==> src/rtl/orcastra_target.sv <==
// Orcastra link target: decodes bit-serial frames into one MAC register access.
// Optional address range check is enabled with `define PC_ADDR_CHECK_EN.
module orcastra_target #(
    parameter int                ADDR_W   = 18,
    parameter int                DATA_W   = 8,
    parameter int                TIMEOUT  = 255,
    parameter logic [ADDR_W-1:0] MAX_ADDR = 18'h003FF
) (
    input  logic              hclk,
    input  logic              reset,
    input  logic              PC_Clk,
    input  logic              PC_Data_In,
    input  logic              PC_Ready,
    input  logic              PC_Reset,
    output logic              PC_Data_Out,
    output logic              PC_Ack,
    output logic              PC_Error,
    output logic [ADDR_W-1:0] reg_addr,
    output logic [DATA_W-1:0] reg_wdata,
    output logic              reg_wr,
    output logic              reg_rd,
    input  logic [DATA_W-1:0] reg_rdata,
    input  logic              reg_ack
);

    localparam int SH_W = ADDR_W + DATA_W;
    localparam int TO_W = $clog2(TIMEOUT + 1);

    typedef enum logic [2:0] {
        S_IDLE,
        S_DECODE,
        S_BUS_WR,
        S_BUS_RD,
        S_DONE
    } state_t;

    // Bit order in the synchroniser: {PC_Reset, PC_Ready, PC_Data_In, PC_Clk}
    logic [3:0]        sync1_q;
    logic [3:0]        sync2_q;
    logic              clk_prev_q;
    logic              rdy_prev_q;

    state_t            state_q,  state_d;
    logic [5:0]        bitcnt_q, bitcnt_d;
    logic [SH_W-1:0]   sh_q,     sh_d;
    logic [DATA_W-1:0] out_sh_q, out_sh_d;
    logic [TO_W-1:0]   tcnt_q,   tcnt_d;
    logic              ack_q,    ack_d;
    logic              err_q,    err_d;
    logic [ADDR_W-1:0] addr_q,   addr_d;
    logic [DATA_W-1:0] wdata_q,  wdata_d;

    logic clk_s, din_s, rdy_s, link_en;
    logic clk_rise, rdy_rise, rdy_fall, rx_shift;
    logic addr_ok, is_wr, is_rd, to_hit;

    assign clk_s    = sync2_q[0];
    assign din_s    = sync2_q[1];
    assign rdy_s    = sync2_q[2];
    assign link_en  = sync2_q[3];
    assign clk_rise = clk_s & ~clk_prev_q;
    assign rdy_rise = rdy_s & ~rdy_prev_q;
    assign rdy_fall = ~rdy_s & rdy_prev_q;
    assign rx_shift = clk_rise & ~rdy_s;

`ifdef PC_ADDR_CHECK_EN
    assign addr_ok = (sh_q[ADDR_W-1:0] <= MAX_ADDR);
`else
    logic max_addr_unused;
    assign max_addr_unused = |MAX_ADDR;
    assign addr_ok = 1'b1;
`endif

    assign is_wr  = (bitcnt_q == 6'(SH_W)) && addr_ok;
    assign is_rd  = (bitcnt_q == 6'(ADDR_W)) && addr_ok;
    assign to_hit = (tcnt_q == TO_W'(TIMEOUT - 1));

    always_comb begin
        state_d  = state_q;
        bitcnt_d = bitcnt_q;
        sh_d     = sh_q;
        out_sh_d = out_sh_q;
        tcnt_d   = tcnt_q;
        ack_d    = ack_q;
        err_d    = err_q;
        addr_d   = addr_q;
        wdata_d  = wdata_q;

        if (!link_en) begin
            state_d  = S_IDLE;
            bitcnt_d = '0;
            sh_d     = '0;
            out_sh_d = '0;
            tcnt_d   = '0;
            ack_d    = 1'b0;
            err_d    = 1'b0;
        end else begin
            if (rx_shift) begin
                sh_d     = {sh_q[SH_W-2:0], din_s};
                out_sh_d = {out_sh_q[DATA_W-2:0], 1'b0};
                if (bitcnt_q != 6'h3F) begin
                    bitcnt_d = bitcnt_q + 6'd1;
                end
            end
            if (rdy_fall) begin
                bitcnt_d = '0;
            end

            unique case (state_q)
                S_IDLE: begin
                    // First data clock of the next exchange retires the status
                    if (rx_shift) begin
                        ack_d = 1'b0;
                        err_d = 1'b0;
                    end
                    if (rdy_rise) begin
                        state_d = S_DECODE;
                    end
                end
                S_DECODE: begin
                    addr_d  = sh_q[ADDR_W-1:0];
                    wdata_d = sh_q[SH_W-1:ADDR_W];
                    tcnt_d  = '0;
                    unique case (1'b1)
                        is_wr:   state_d = S_BUS_WR;
                        is_rd:   state_d = S_BUS_RD;
                        default: begin
                            ack_d   = 1'b1;
                            err_d   = 1'b1;
                            state_d = S_DONE;
                        end
                    endcase
                end
                S_BUS_WR: begin
                    if (reg_ack) begin
                        ack_d   = 1'b1;
                        err_d   = 1'b0;
                        state_d = S_DONE;
                    end else if (to_hit) begin
                        ack_d   = 1'b1;
                        err_d   = 1'b1;
                        state_d = S_DONE;
                    end else begin
                        tcnt_d = tcnt_q + TO_W'(1);
                    end
                end
                S_BUS_RD: begin
                    if (reg_ack) begin
                        out_sh_d = reg_rdata;
                        ack_d    = 1'b1;
                        err_d    = 1'b0;
                        state_d  = S_DONE;
                    end else if (to_hit) begin
                        out_sh_d = '0;
                        ack_d    = 1'b1;
                        err_d    = 1'b1;
                        state_d  = S_DONE;
                    end else begin
                        tcnt_d = tcnt_q + TO_W'(1);
                    end
                end
                S_DONE: begin
                    if (rdy_fall) begin
                        state_d = S_IDLE;
                    end
                end
                default: state_d = S_IDLE;
            endcase
        end
    end

    always_ff @(posedge hclk) begin
        if (reset) begin
            sync1_q    <= '0;
            sync2_q    <= '0;
            clk_prev_q <= 1'b0;
            rdy_prev_q <= 1'b0;
            state_q    <= S_IDLE;
            bitcnt_q   <= '0;
            sh_q       <= '0;
            out_sh_q   <= '0;
            tcnt_q     <= '0;
            ack_q      <= 1'b0;
            err_q      <= 1'b0;
            addr_q     <= '0;
            wdata_q    <= '0;
        end else begin
            sync1_q    <= {PC_Reset, PC_Ready, PC_Data_In, PC_Clk};
            sync2_q    <= sync1_q;
            clk_prev_q <= clk_s;
            rdy_prev_q <= rdy_s;
            state_q    <= state_d;
            bitcnt_q   <= bitcnt_d;
            sh_q       <= sh_d;
            out_sh_q   <= out_sh_d;
            tcnt_q     <= tcnt_d;
            ack_q      <= ack_d;
            err_q      <= err_d;
            addr_q     <= addr_d;
            wdata_q    <= wdata_d;
        end
    end

    assign PC_Data_Out = out_sh_q[DATA_W-1];
    assign PC_Ack      = ack_q;
    assign PC_Error    = err_q;
    assign reg_addr    = addr_q;
    assign reg_wdata   = wdata_q;
    assign reg_wr      = (state_q == S_BUS_WR);
    assign reg_rd      = (state_q == S_BUS_RD);

endmodule

==> config.mk <==
export PLATFORM = sky130hd
export DESIGN_NAME = orcastra_target
export DESIGN_NICKNAME = d
export VERILOG_FILES = /design/src/rtl/orcastra_target.sv
export SDC_FILE = /design/constraint.sdc
export NUM_CORES = 1
export LEC_CHECK = 0
export BUFFER_PORTS_ARGS = -buffer_cell sky130_fd_sc_hd__buf_2
export CAP_MARGIN = 20
export CORE_MARGIN = 5
export CORE_UTILIZATION = 25
export CTS_BUF_LIST = sky130_fd_sc_hd__clkbuf_4
export DETAILED_ROUTE_END_ITERATION = 6
export GPL_TIMING_DRIVEN = 1
export PLACE_DENSITY = 0.5
export SYNTH_ARGS = -nofsm -noshare
export SYNTH_HDL_FRONTEND = slang
export SYNTH_SLANG_ARGS = --single-unit
==> constraint.sdc <==
create_clock -name hclk -period 2.05 [get_ports hclk]
set_input_delay 0.3075 -clock hclk [delete_from_list [all_inputs] [get_ports hclk]]
set_output_delay 0.3075 -clock hclk [all_outputs]
set_load 0.02 [all_outputs]
==> metrics.md, run 1 <==
| Metric | Value |
|---|---|
| Sequential share of the synthesized area | `51.1%` |
| Detail Route Antenna Nets | `0` |
| TNS Setup | `0 ns` |
| Detailed-route wire length per cell | `12.4 microns` |
| Fin crit period | `1.89 ns` |
| Clk buf depth | `2` |
| Worst slack, placed | `0.229 ns` |
| Met2 global-route usage | `16.0%` |
| CP required | `1.74 ns` |
| Post-Synthesis Cells | `415` |
| Nets | `476` |
| GR Util met3 | `3.25%` |
| Number of remaining DRC errors | `0` |
| Status | `complete, no violations` |
| Register-to-register setup slack | `0.27 ns` |
| Fin. max-slew vios | `0` |
| Part of the cycle the worst path needs | `92.3%` |
| Initial Util | `25.3%` |
| Vias per cell | `4.61` |
| Pin count of the biggest net entering global routing | `37` |
| Pre-antenna DRT Iters | `6` |
| Worst VDD drop | `299 uV` |
| Crit path capture type | `primary output` |
| Clk_lat worst skew | `0.46 ns` |
| Clock share of power | `40.6%` |
| Die area | `16400 sq um` |
| P_sw | `675 uW` |
| Number of synthesis warnings | `0` |
| Max cap viols | `0` |
| RSZ-0062 raised after global routing | `false` |
| Arrival time at the worst endpoint | `1.58 ns` |
| Power share of the combinational group | `2.9%` |
| Total congestion overflow | `0` |
| Clk_skew | `0.0241 ns` |
| Gpl congestion | `0.738` |
| Drt initial violations | `271` |
| Dpl hpwl | `5430 microns` |
| Die height | `128 microns` |
| Worst-path clk slew | `0.14 ns` |
| Routed vias | `2957` |
| Area growth syn-to-layout | `18.4%` |
| Final Hold Viols | `0` |
| Layout cells sized above 1 | `17.1%` |
| First-pass GRT wire length | `13400 microns` |
| CP Cell Sequence | `nor2b_1 > buf_4 > nand2_1 > inv_1 > buf_2` |
| Row count | `43` |
| Family with the most delay on the worst path | `flip-flops` |
| Mapped Area | `3480 sq um` |
| WL final | `7990 microns` |
| Top FF cell, synth | `dfxtp_1` |
| Crit path kind | `reg -> out` |
| CTS H-tree depth | `3` |
| Worst Path Max Fanout | `11` |
| Distinct cells, synth | `51` |
| Max-slew headroom | `64.9%` |
| CP bufs+invs | `3` |
| Leakage power | `0.00143 uW` |
| Root Buffer | `clkbuf_4` |
| Vias in the first global route | `2774` |
| Yosys reg bits | `89` |
| Int Pwr | `2410 uW` |
| EDFF count, synth | `0` |
| Peak Freq | `0.528 GHz` |
| Most used routing layer | `met2` |
| Core area | `13800 sq um` |
| CP Launch Type | `register` |
| CTS buffer count | `9` |
| Post-Syn Nets | `434` |
| Slowest Stage Delay on Critical Path | `0.55 ns` |
| CTS Sinks | `89` |
| Net Sw Frac | `21.9%` |
| FFs w/ async S/R, synth | `0%` |
| M1 GR Usage | `12.7%` |
| Reg power frac | `56.5%` |
| I/O pins | `46` |
| GRT Util Overall | `10.1%` |
| Setup WS post-layout | `0.158 ns` |
| Initial antenna violation count | `0` |
| N_diodes | `0` |
| PwrDens | `747 nW/um^2` |
| PortBufs | `45` |
| FILL cells | `1489` |
| Final setup vio count | `0` |
| CTS tree | `built` |
| Util after Layout | `29.9%` |
| Synth Area per Inst | `8.39 sq um` |
| Number of buffers added for setup after CTS | `0` |
| Die width | `128 microns` |
| HP Class | `in -> reg` |
| CP max stage cell | `dfxtp_1` |
| Worst-Margin Slew | `0.519 ns` |
[per-layer routing]
layer	vias to the layer above	part of all wire (%)
li1	1507	-
met1	1386	47
met2	52	47
met3	12	4.7
met4	0	1.8
met5	-	0
[Yosys cell counts (2+ instances only)]
cell       count  area share (%)
buf_2          2            0.29
a211oi_1       2            0.43
a31oi_1        3            0.54
ha_1           4             1.4
buf_1          2            0.22
nand2b_1       4            0.72
inv_1          6            0.65
nor2b_1       13             2.3
nand3_1        9             1.3
and3_1         5            0.90
or4_1          3            0.65
a311oi_1       2            0.50
a211o_1        2            0.50
clkbuf_1      22             2.4
or3_1          3            0.54
mux2i_1        7             2.0
dfxtp_1       89              51
o2bb2ai_1      8             2.0
nand4_1        4            0.72
o31ai_1        2            0.43
nor2_1        10             1.1
nand2_1      119              13
a21oi_1       60             8.6
o21ai_0        7             1.0
[state kept, by name (all words and copies together), names as in the netlist]
signal      flops
PC_Error        1
rdy_prev_q      1
sync1_q         4
state_q         3
tcnt_q          8
clk_prev_q      1
out_sh_q        8
reg_addr       18
reg_wdata       8
sync2_q         4
PC_Ack          1
bitcnt_q        6
sh_q           26
[placed cells by master (no fill, tap or decap), types with 3 or more instances in the layout]
| master | netlist | final |
|---|---|---|
| a31oi_1 | 3 | 3 |
| and3_1 | 5 | 5 |
| or3_1 | 3 | 3 |
| ha_1 | 4 | 4 |
| buf_2 | 2 | 45 |
| nand4_1 | 4 | 4 |
| buf_4 | 0 | 12 |
| o2bb2ai_1 | 8 | 8 |
| inv_1 | 6 | 6 |
| nand3_1 | 9 | 9 |
| clkbuf_4 | 0 | 10 |
| a21oi_1 | 60 | 60 |
| mux2i_1 | 7 | 7 |
| nor2b_1 | 13 | 13 |
| nand2_1 | 119 | 119 |
| nor2_1 | 10 | 10 |
| dfxtp_1 | 89 | 88 |
| o21ai_0 | 7 | 6 |
| or4_1 | 3 | 3 |
| bufinv_16 | 0 | 3 |
| nand2b_1 | 4 | 4 |
[kinds of logic after synthesis]
logic type | count (synthesis) | share of synthesized area (%)
simple gates | 180 | 23.4
xor+xnor | 1 | 0.251
flops | 89 | 51.1
compound gates | 101 | 17.9
buf+inv | 32 | 3.52
fa+ha+maj | 4 | 1.44
mux | 8 | 2.33
[per-stage QoR]
step                hold WS (ns)  instance area [sq um]  std cells  total power [uW]
floorplan                  0.414                   3480        415              1830
global placement           0.420                   3930        626              1870
detailed placement         0.423                   3930        626              1870
CTS                       0.0164                   4120        642              3140
global route              0.0147                   4120        642              3220
finish                    0.0562                   4120        642              3080
[worst register-to-register path: stages, from the launching register on]
cell	delay [ns]
dfxtp_1	0.39
or3b_1	0.41
buf_4	0.28
a31oi_1	0.34
nor2_1	0.07
a211oi_1	0.20
[area by class of cell]
| class | instances | area (sq um) | share of cell area, % |
|---|---|---|---|
| Sequential cell | 89 | 1790 | 43.3 |
| Tap cell | 180 | 225 | 5.46 |
| Timing Repair Buffer | 57 | 315 | 7.65 |
| Inverter | 6 | 22.5 | 0.546 |
| Clock inverter | 6 | 115 | 2.79 |
| Multi-Input combinational cell | 294 | 1590 | 38.4 |
| Clock buffer | 10 | 75.1 | 1.82 |
[what timing repair did]
action	4_1_cts	5_1_grt
pin swaps	0	0
hold buffers	0	0
resized for setup	1	2
endpoints found under the setup margin	2	4
cloned	0	0
[path summary, 6_finish.rpt]
check                           depth (start not counted)               startpoint                        to
worst max register to register                          5    sync2_q[2]$_SDFF_PP0_  bitcnt_q[1]$_SDFFE_PP0P_
worst min-delay path                                    2             reg_rdata[0]    out_sh_q[0]$_SDFF_PP0_
worst min register to register                          2    sync2_q[1]$_SDFF_PP0_      sh_q[0]$_SDFFE_PP0N_
worst max-delay path                                    5  state_q[2]$_SDFFE_PP0P_                    reg_rd
[power by group through the flow]
| stage | registers, uW | logic, uW | clock network (uW) |
|---|---|---|---|
| 3_5_place_dp | 1780 | 89.0 | 0 |
| 5_1_grt | 1740 | 97.2 | 1370 |
| 6_report | 1740 | 88.0 | 1250 |
| 3_3_place_gp | 1780 | 88.8 | 0 |
| 2_1_floorplan | 1780 | 52.6 | 0 |
| 4_1_cts | 1740 | 89.4 | 1300 |
No activity file was read; power rests on OpenSTA's default activity.
==> inputs of run 2 (changes only) <==
--- a/config.mk
+++ b/config.mk
@@ -12,7 +12,7 @@
 export CTS_BUF_LIST = sky130_fd_sc_hd__clkbuf_4
 export DETAILED_ROUTE_END_ITERATION = 6
 export GPL_TIMING_DRIVEN = 1
-export PLACE_DENSITY = 0.5
+export PLACE_DENSITY = 0.51
 export SYNTH_ARGS = -nofsm -noshare
 export SYNTH_HDL_FRONTEND = slang
 export SYNTH_SLANG_ARGS = --single-unit
==> constraint.sdc (replaced) <==
create_clock -name hclk -period 1.6 [get_ports hclk]
set_input_delay 0.24 -clock hclk [delete_from_list [all_inputs] [get_ports hclk]]
set_output_delay 0.24 -clock hclk [all_outputs]
set_load 0.02 [all_outputs]
==> metrics.md, run 2 (same netlist as run 1, synthesis figures left out) <==
| Metric | Value |
|---|---|
| Die area | `16400 sq um` |
| Most flops, register | `sh_q` |
| Pin count of the biggest net entering global routing | `36` |
| Dpl hpwl | `5420 microns` |
| Final setup vio count | `1` |
| WL final | `7910 microns` |
| Die width | `128 microns` |
| Fin crit period | `1.63 ns` |
| Detail Route Antenna Nets | `0` |
| Pre-antenna DRT Iters | `4` |
| CTS Sinks | `89` |
| Nets | `507` |
| Max cap viols | `0` |
| GRT Util Overall | `9.72%` |
| Family with the most delay on the worst path | `simple AND/OR/NAND/NOR gates` |
| CP required | `1.97 ns` |
| I/O pins | `46` |
| Met1 WL | `3870 microns` |
| Initial Util | `25.3%` |
| Largest register FFs | `26` |
| CTS buffer count | `9` |
| First-pass GRT wire length | `12900 microns` |
| PortBufs | `45` |
| Max layer used | `met4` |
| Worst-Margin Slew | `0.359 ns` |
| CP Cell Sequence | `or3b_4 > a31o_4 > or4_1 > a21oi_1` |
| Number of remaining DRC errors | `0` |
| Die height | `128 microns` |
| CP max stage cell | `or4_1` |
| CP bufs+invs | `0` |
| Setup WS post-layout | `-0.0330 ns` |
| Most common cell after layout, fill and taps aside | `nand2_1` |
| CTS tree | `built` |
| Peak Freq | `0.612 GHz` |
| Worst VDD drop | `489 uV` |
| Layout cells sized above 1 | `23.3%` |
| Slowest Stage Delay on Critical Path | `0.46 ns` |
| Max-slew headroom | `76.0%` |
| Initial antenna violation count | `1` |
| Final Hold Viols | `0` |
| Drt initial violations | `173` |
| Worst-path clk slew | `0.13 ns` |
| Status | `finished with violations` |
| Vias in the first global route | `2851` |
| Core area | `13800 sq um` |
| Metal3 WL | `346 microns` |
| Most frequent cells in the layout | `118 x nand2_1, 81 x dfxtp_1, 60 x a21oi_1` |
| Met2 Wirelength | `3510 microns` |
| Root Buffer | `clkbuf_4` |
| Leakage power | `0.00157 uW` |
| Total congestion overflow | `0` |
| Routed vias | `3050` |
| Fin. max-slew vios | `0` |
| Worst Path Max Fanout | `4` |
| Clk buf depth | `2` |
| Arrival time at the worst endpoint | `2.01 ns` |
| Gpl congestion | `0.779` |
| Area growth syn-to-layout | `27.7%` |
| HP Class | `in -> reg` |
| Clk_skew | `0.0137 ns` |
| Final Power | `3570 uW` |
| Detailed-route wire length per cell | `11.7 microns` |
| PwrDens | `803 nW/um^2` |
| CTS H-tree depth | `3` |
| Hold slack | `0.0807 ns` |
| Part of the cycle the worst path needs | `102%` |
| FILL cells | `1485` |
| Failing checks | `setup timing` |
| Vias per cell | `4.53` |
| Crit path kind | `reg -> reg` |
| Crit path capture type | `register` |
| RSZ-0062 raised after global routing | `true` |
| CP Launch Type | `register` |
| Clk_lat worst skew | `0.45 ns` |
| Row count | `43` |
==> run 2: changes by cell type in the layout (fill, tap and decap cells not counted), sizes merged <==
| cell | previous run | this run |
|---|---|---|
| buf | 57 | 76 |
| dlygate4sd3 | 0 | 12 |
| clkinv | 1 | 4 |
| bufinv | 3 | 1 |
| clkbuf | 10 | 9 |
| clkinvlp | 1 | 2 |
| diode | 0 | 1 |
| inv | 7 | 6 |
==> run 2: cell type report <==
type / count / area (sq um) / share of cell area [%]
Antenna cell: 1 / 2.50 / 0.0562
Clock buffer: 9 / 67.6 / 1.52
Clock inverter: 7 / 61.3 / 1.38
Inverter: 6 / 22.5 / 0.506
Multi-Input combinational cell: 294 / 1650 / 37.1
Sequential cell: 89 / 1790 / 40.3
Tap cell: 180 / 225 / 5.06
Timing Repair Buffer: 88 / 623 / 14.0
==> run 2: worst paths after layout <==
check                   startpoint                  endpoint  slack (ns)  cells after the start
max reg2reg  clk_prev_q$_SDFF_PP0_  bitcnt_q[5]$_SDFFE_PP0P_       -0.03                      4
max          clk_prev_q$_SDFF_PP0_  bitcnt_q[5]$_SDFFE_PP0P_       -0.03                      4
min reg2reg  sync2_q[1]$_SDFF_PP0_      sh_q[0]$_SDFFE_PP0N_        0.45                      2
min                       PC_Reset     sync1_q[3]$_SDFF_PP0_        0.08                      2
==> run 2: power by group <==
part           leakage (uW)  switching, uW  internal (uW)
clock             0.0000645            737            458
sequential         0.000723           4.66           2230
combinational      0.000780           79.7           68.6
==> run 2: timing repair <==
item / 4_1_cts / 5_1_grt
gates resized for setup: 21 / 11
hold buffers: 12 / 0
setup endpoints to repair: 18 / 47
setup buffers: 1 / 2
pin swaps: 1 / 0
hold endpoints to repair: 12 / 0
==> run 2: worst reg2reg max path, delay by kind of cell (launching register included) <==
family,cells,cell delay (ns)
simple gates,2,0.87
flops,1,0.33
compound gates,2,0.37
==> run 2: stage by stage <==
| stage | instances | worst slack, ns | util [%] | TNS (ns) | instance area (sq um) |
|---|---|---|---|---|---|
| final | 674 | -0.0330 | 32.3 | -0.0330 | 4450 |
| after global routing | 674 | -0.0757 | 32.3 | -0.177 | 4450 |
| after CTS | 671 | -0.0486 | 31.9 | -0.0857 | 4400 |
| after detailed placement | 642 | -0.0557 | 29.6 | -0.169 | 4080 |
| after global placement | 642 | -0.0319 | 29.6 | -0.0319 | 4080 |
| after floorplan | 415 | -0.0620 | - | -0.0620 | 3480 |
==> run 2: per-layer routing <==
metal | vias to the layer above | GRT usage, %
li1 | 1570 | -
met1 | 1423 | 12.1
met2 | 46 | 15.2
met3 | 11 | 3.42
met4 | 0 | 4.18
met5 | - | 0
==> inputs of run 3 (changes only) <==
==> constraint.sdc (replaced) <==
create_clock -name hclk -period 1.5 [get_ports hclk]
set_input_delay 0.225 -clock hclk [delete_from_list [all_inputs] [get_ports hclk]]
set_output_delay 0.225 -clock hclk [all_outputs]
set_load 0.02 [all_outputs]
==> metrics.md, run 3 (same netlist as run 1, synthesis figures left out) <==
| Metric | Value |
|---|---|
| Root Buffer | `clkbuf_4` |
| Clk_skew | `0.0228 ns` |
| Max cap viols | `0` |
| CTS Sinks | `89` |
| CTS H-tree depth | `3` |
| Fin crit period | `1.61 ns` |
| Area growth syn-to-layout | `36.1%` |
| Max-slew headroom | `75.8%` |
| Setup WS post-layout | `-0.111 ns` |
| RSZ-0062 raised after global routing | `true` |
| Detailed-route wire length per cell | `12.7 microns` |
| GRT Util Overall | `10.5%` |
| Total congestion overflow | `0` |
| Final Power | `4030 uW` |
| Clk buf depth | `2` |
| Int Pwr | `3150 uW` |
| Crit path kind | `reg -> reg` |
| Initial Util | `25.3%` |
| CP max stage cell | `or3b_4` |
| Core area | `13800 sq um` |
| CP Launch Type | `register` |
| Routed vias | `3155` |
| Net Sw Frac | `21.7%` |
| Worst Path Max Fanout | `4` |
| Status | `finished with violations` |
| Part of the cycle the worst path needs | `107%` |
| CTS tree | `built` |
| Final setup vio count | `3` |
| Most common cell after layout, fill and taps aside | `nand2_1` |
| CP required | `1.90 ns` |
| Detail Route Antenna Nets | `0` |
| Largest register FFs | `26` |
| Initial antenna violation count | `0` |
| P_sw | `875 uW` |
| Vias per cell | `4.59` |
| Failing checks | `setup timing` |
| Most flops, register | `sh_q` |
| Gpl congestion | `0.775` |
| Drt initial violations | `252` |
| Fin. max-slew vios | `0` |
| PwrDens | `849 nW/um^2` |
| Most frequent cells in the layout | `115 x nand2_1, 76 x dfxtp_1, 59 x a21oi_1` |
| Clock share of power | `36.7%` |
| CP Cell Sequence | `or3b_4 > a31o_4 > buf_4 > or3_4 > a21oi_2` |
| Die area | `16400 sq um` |
| Nets | `523` |
| Worst VDD drop | `364 uV` |
| Pin count of the biggest net entering global routing | `36` |
| FILL cells | `1477` |
| Dpl hpwl | `5750 microns` |
| Final Hold Viols | `0` |
| Util after Layout | `34.4%` |
| Row count | `43` |
| First-pass GRT wire length | `14000 microns` |
| Arrival time at the worst endpoint | `2.01 ns` |
| Die height | `128 microns` |
| Pre-antenna DRT Iters | `4` |
| HP Class | `in -> reg` |
| Crit path capture type | `register` |
| CTS buffer count | `9` |
| Power share of the combinational group | `4.3%` |
| Clk_lat worst skew | `0.45 ns` |
| Die width | `128 microns` |
| Peak Freq | `0.621 GHz` |
| Slowest Stage Delay on Critical Path | `0.41 ns` |
| Worst-Margin Slew | `0.363 ns` |
| Leakage power | `0.00171 uW` |
| Placed standard-cell area | `4170 sq um` |
| Vias in the first global route | `3022` |
| N_diodes | `0` |
| Cell area after layout | `4740 sq um` |
| Number of remaining DRC errors | `0` |
| WL final | `8720 microns` |
| PortBufs | `45` |
| I/O pins | `46` |
| Worst-path clk slew | `0.14 ns` |
| Layout cells sized above 1 | `30.1%` |
| Reg power frac | `59.0%` |
## run 3: repair_timing
action,CTS,global route
gates cloned,0,1
endpoints found under the hold margin,13,0
hold buffers,13,0
endpoints found under the setup margin,21,35
gates resized for setup,28,40
buffers inserted,4,1
pin swaps,1,8
## run 3: cell type report
class / instances / area, sq um / area share [%]
Multi-Input combinational cell: 294 / 1760 / 37.0
Timing Repair Buffer: 104 / 783 / 16.5
Tap cell: 180 / 225 / 4.75
Inverter: 6 / 22.5 / 0.475
Clock inverter: 4 / 68.8 / 1.45
Clock buffer: 11 / 82.6 / 1.74
Sequential cell: 89 / 1800 / 38.0
## run 3: worst paths after layout
path | startpoint | endpoint | slack (ns) | cells after the start
setup / recovery | clk_prev_q$_SDFF_PP0_ | bitcnt_q[3]$_SDFFE_PP0P_ | -0.11 | 5
hold / removal | reg_ack | tcnt_q[0]$_SDFFE_PP0P_ | 0.25 | 5
setup reg to reg | clk_prev_q$_SDFF_PP0_ | bitcnt_q[3]$_SDFFE_PP0P_ | -0.11 | 5
hold reg to reg | sync1_q[2]$_SDFF_PP0_ | sync2_q[2]$_SDFF_PP0_ | 0.44 | 1
## run 3: critical path: cells and delay by family (launching register included)
kind                   cells  cell delay [ns]
buffers and inverters      1             0.14
AO/OA/AOI/OAI              2             0.34
AND/OR/NAND/NOR            2             0.74
flip-flops                 1             0.35
## run 3: stage by stage
stage	setup TNS, ns	worst slack, ns	hold slack, ns	std cells
after detailed placement	-1.37	-0.186	0.429	654
after floorplan	-0.159	-0.159	0.342	415
after global routing	-0.675	-0.165	0.249	688
final	-0.269	-0.111	0.248	688
after global placement	-0.892	-0.123	0.424	654
after CTS	-0.361	-0.126	0.212	686
## run 3: power groups by stage
stage	clock [uW]	combinational, uW	sequential, uW
2_1_floorplan	0	73.4	2430
3_3_place_gp	0	133	2430
3_5_place_dp	0	135	2430
4_1_cts	1530	168	2380
5_1_grt	1630	189	2380
6_report	1480	173	2380
## run 3: routing by layer
metal  track usage [%]  part of all wire [%]
met2              16.7                    46
met4              4.37                   1.8
met5                 0                     0
met1              13.5                    48
met3              2.88                   4.1
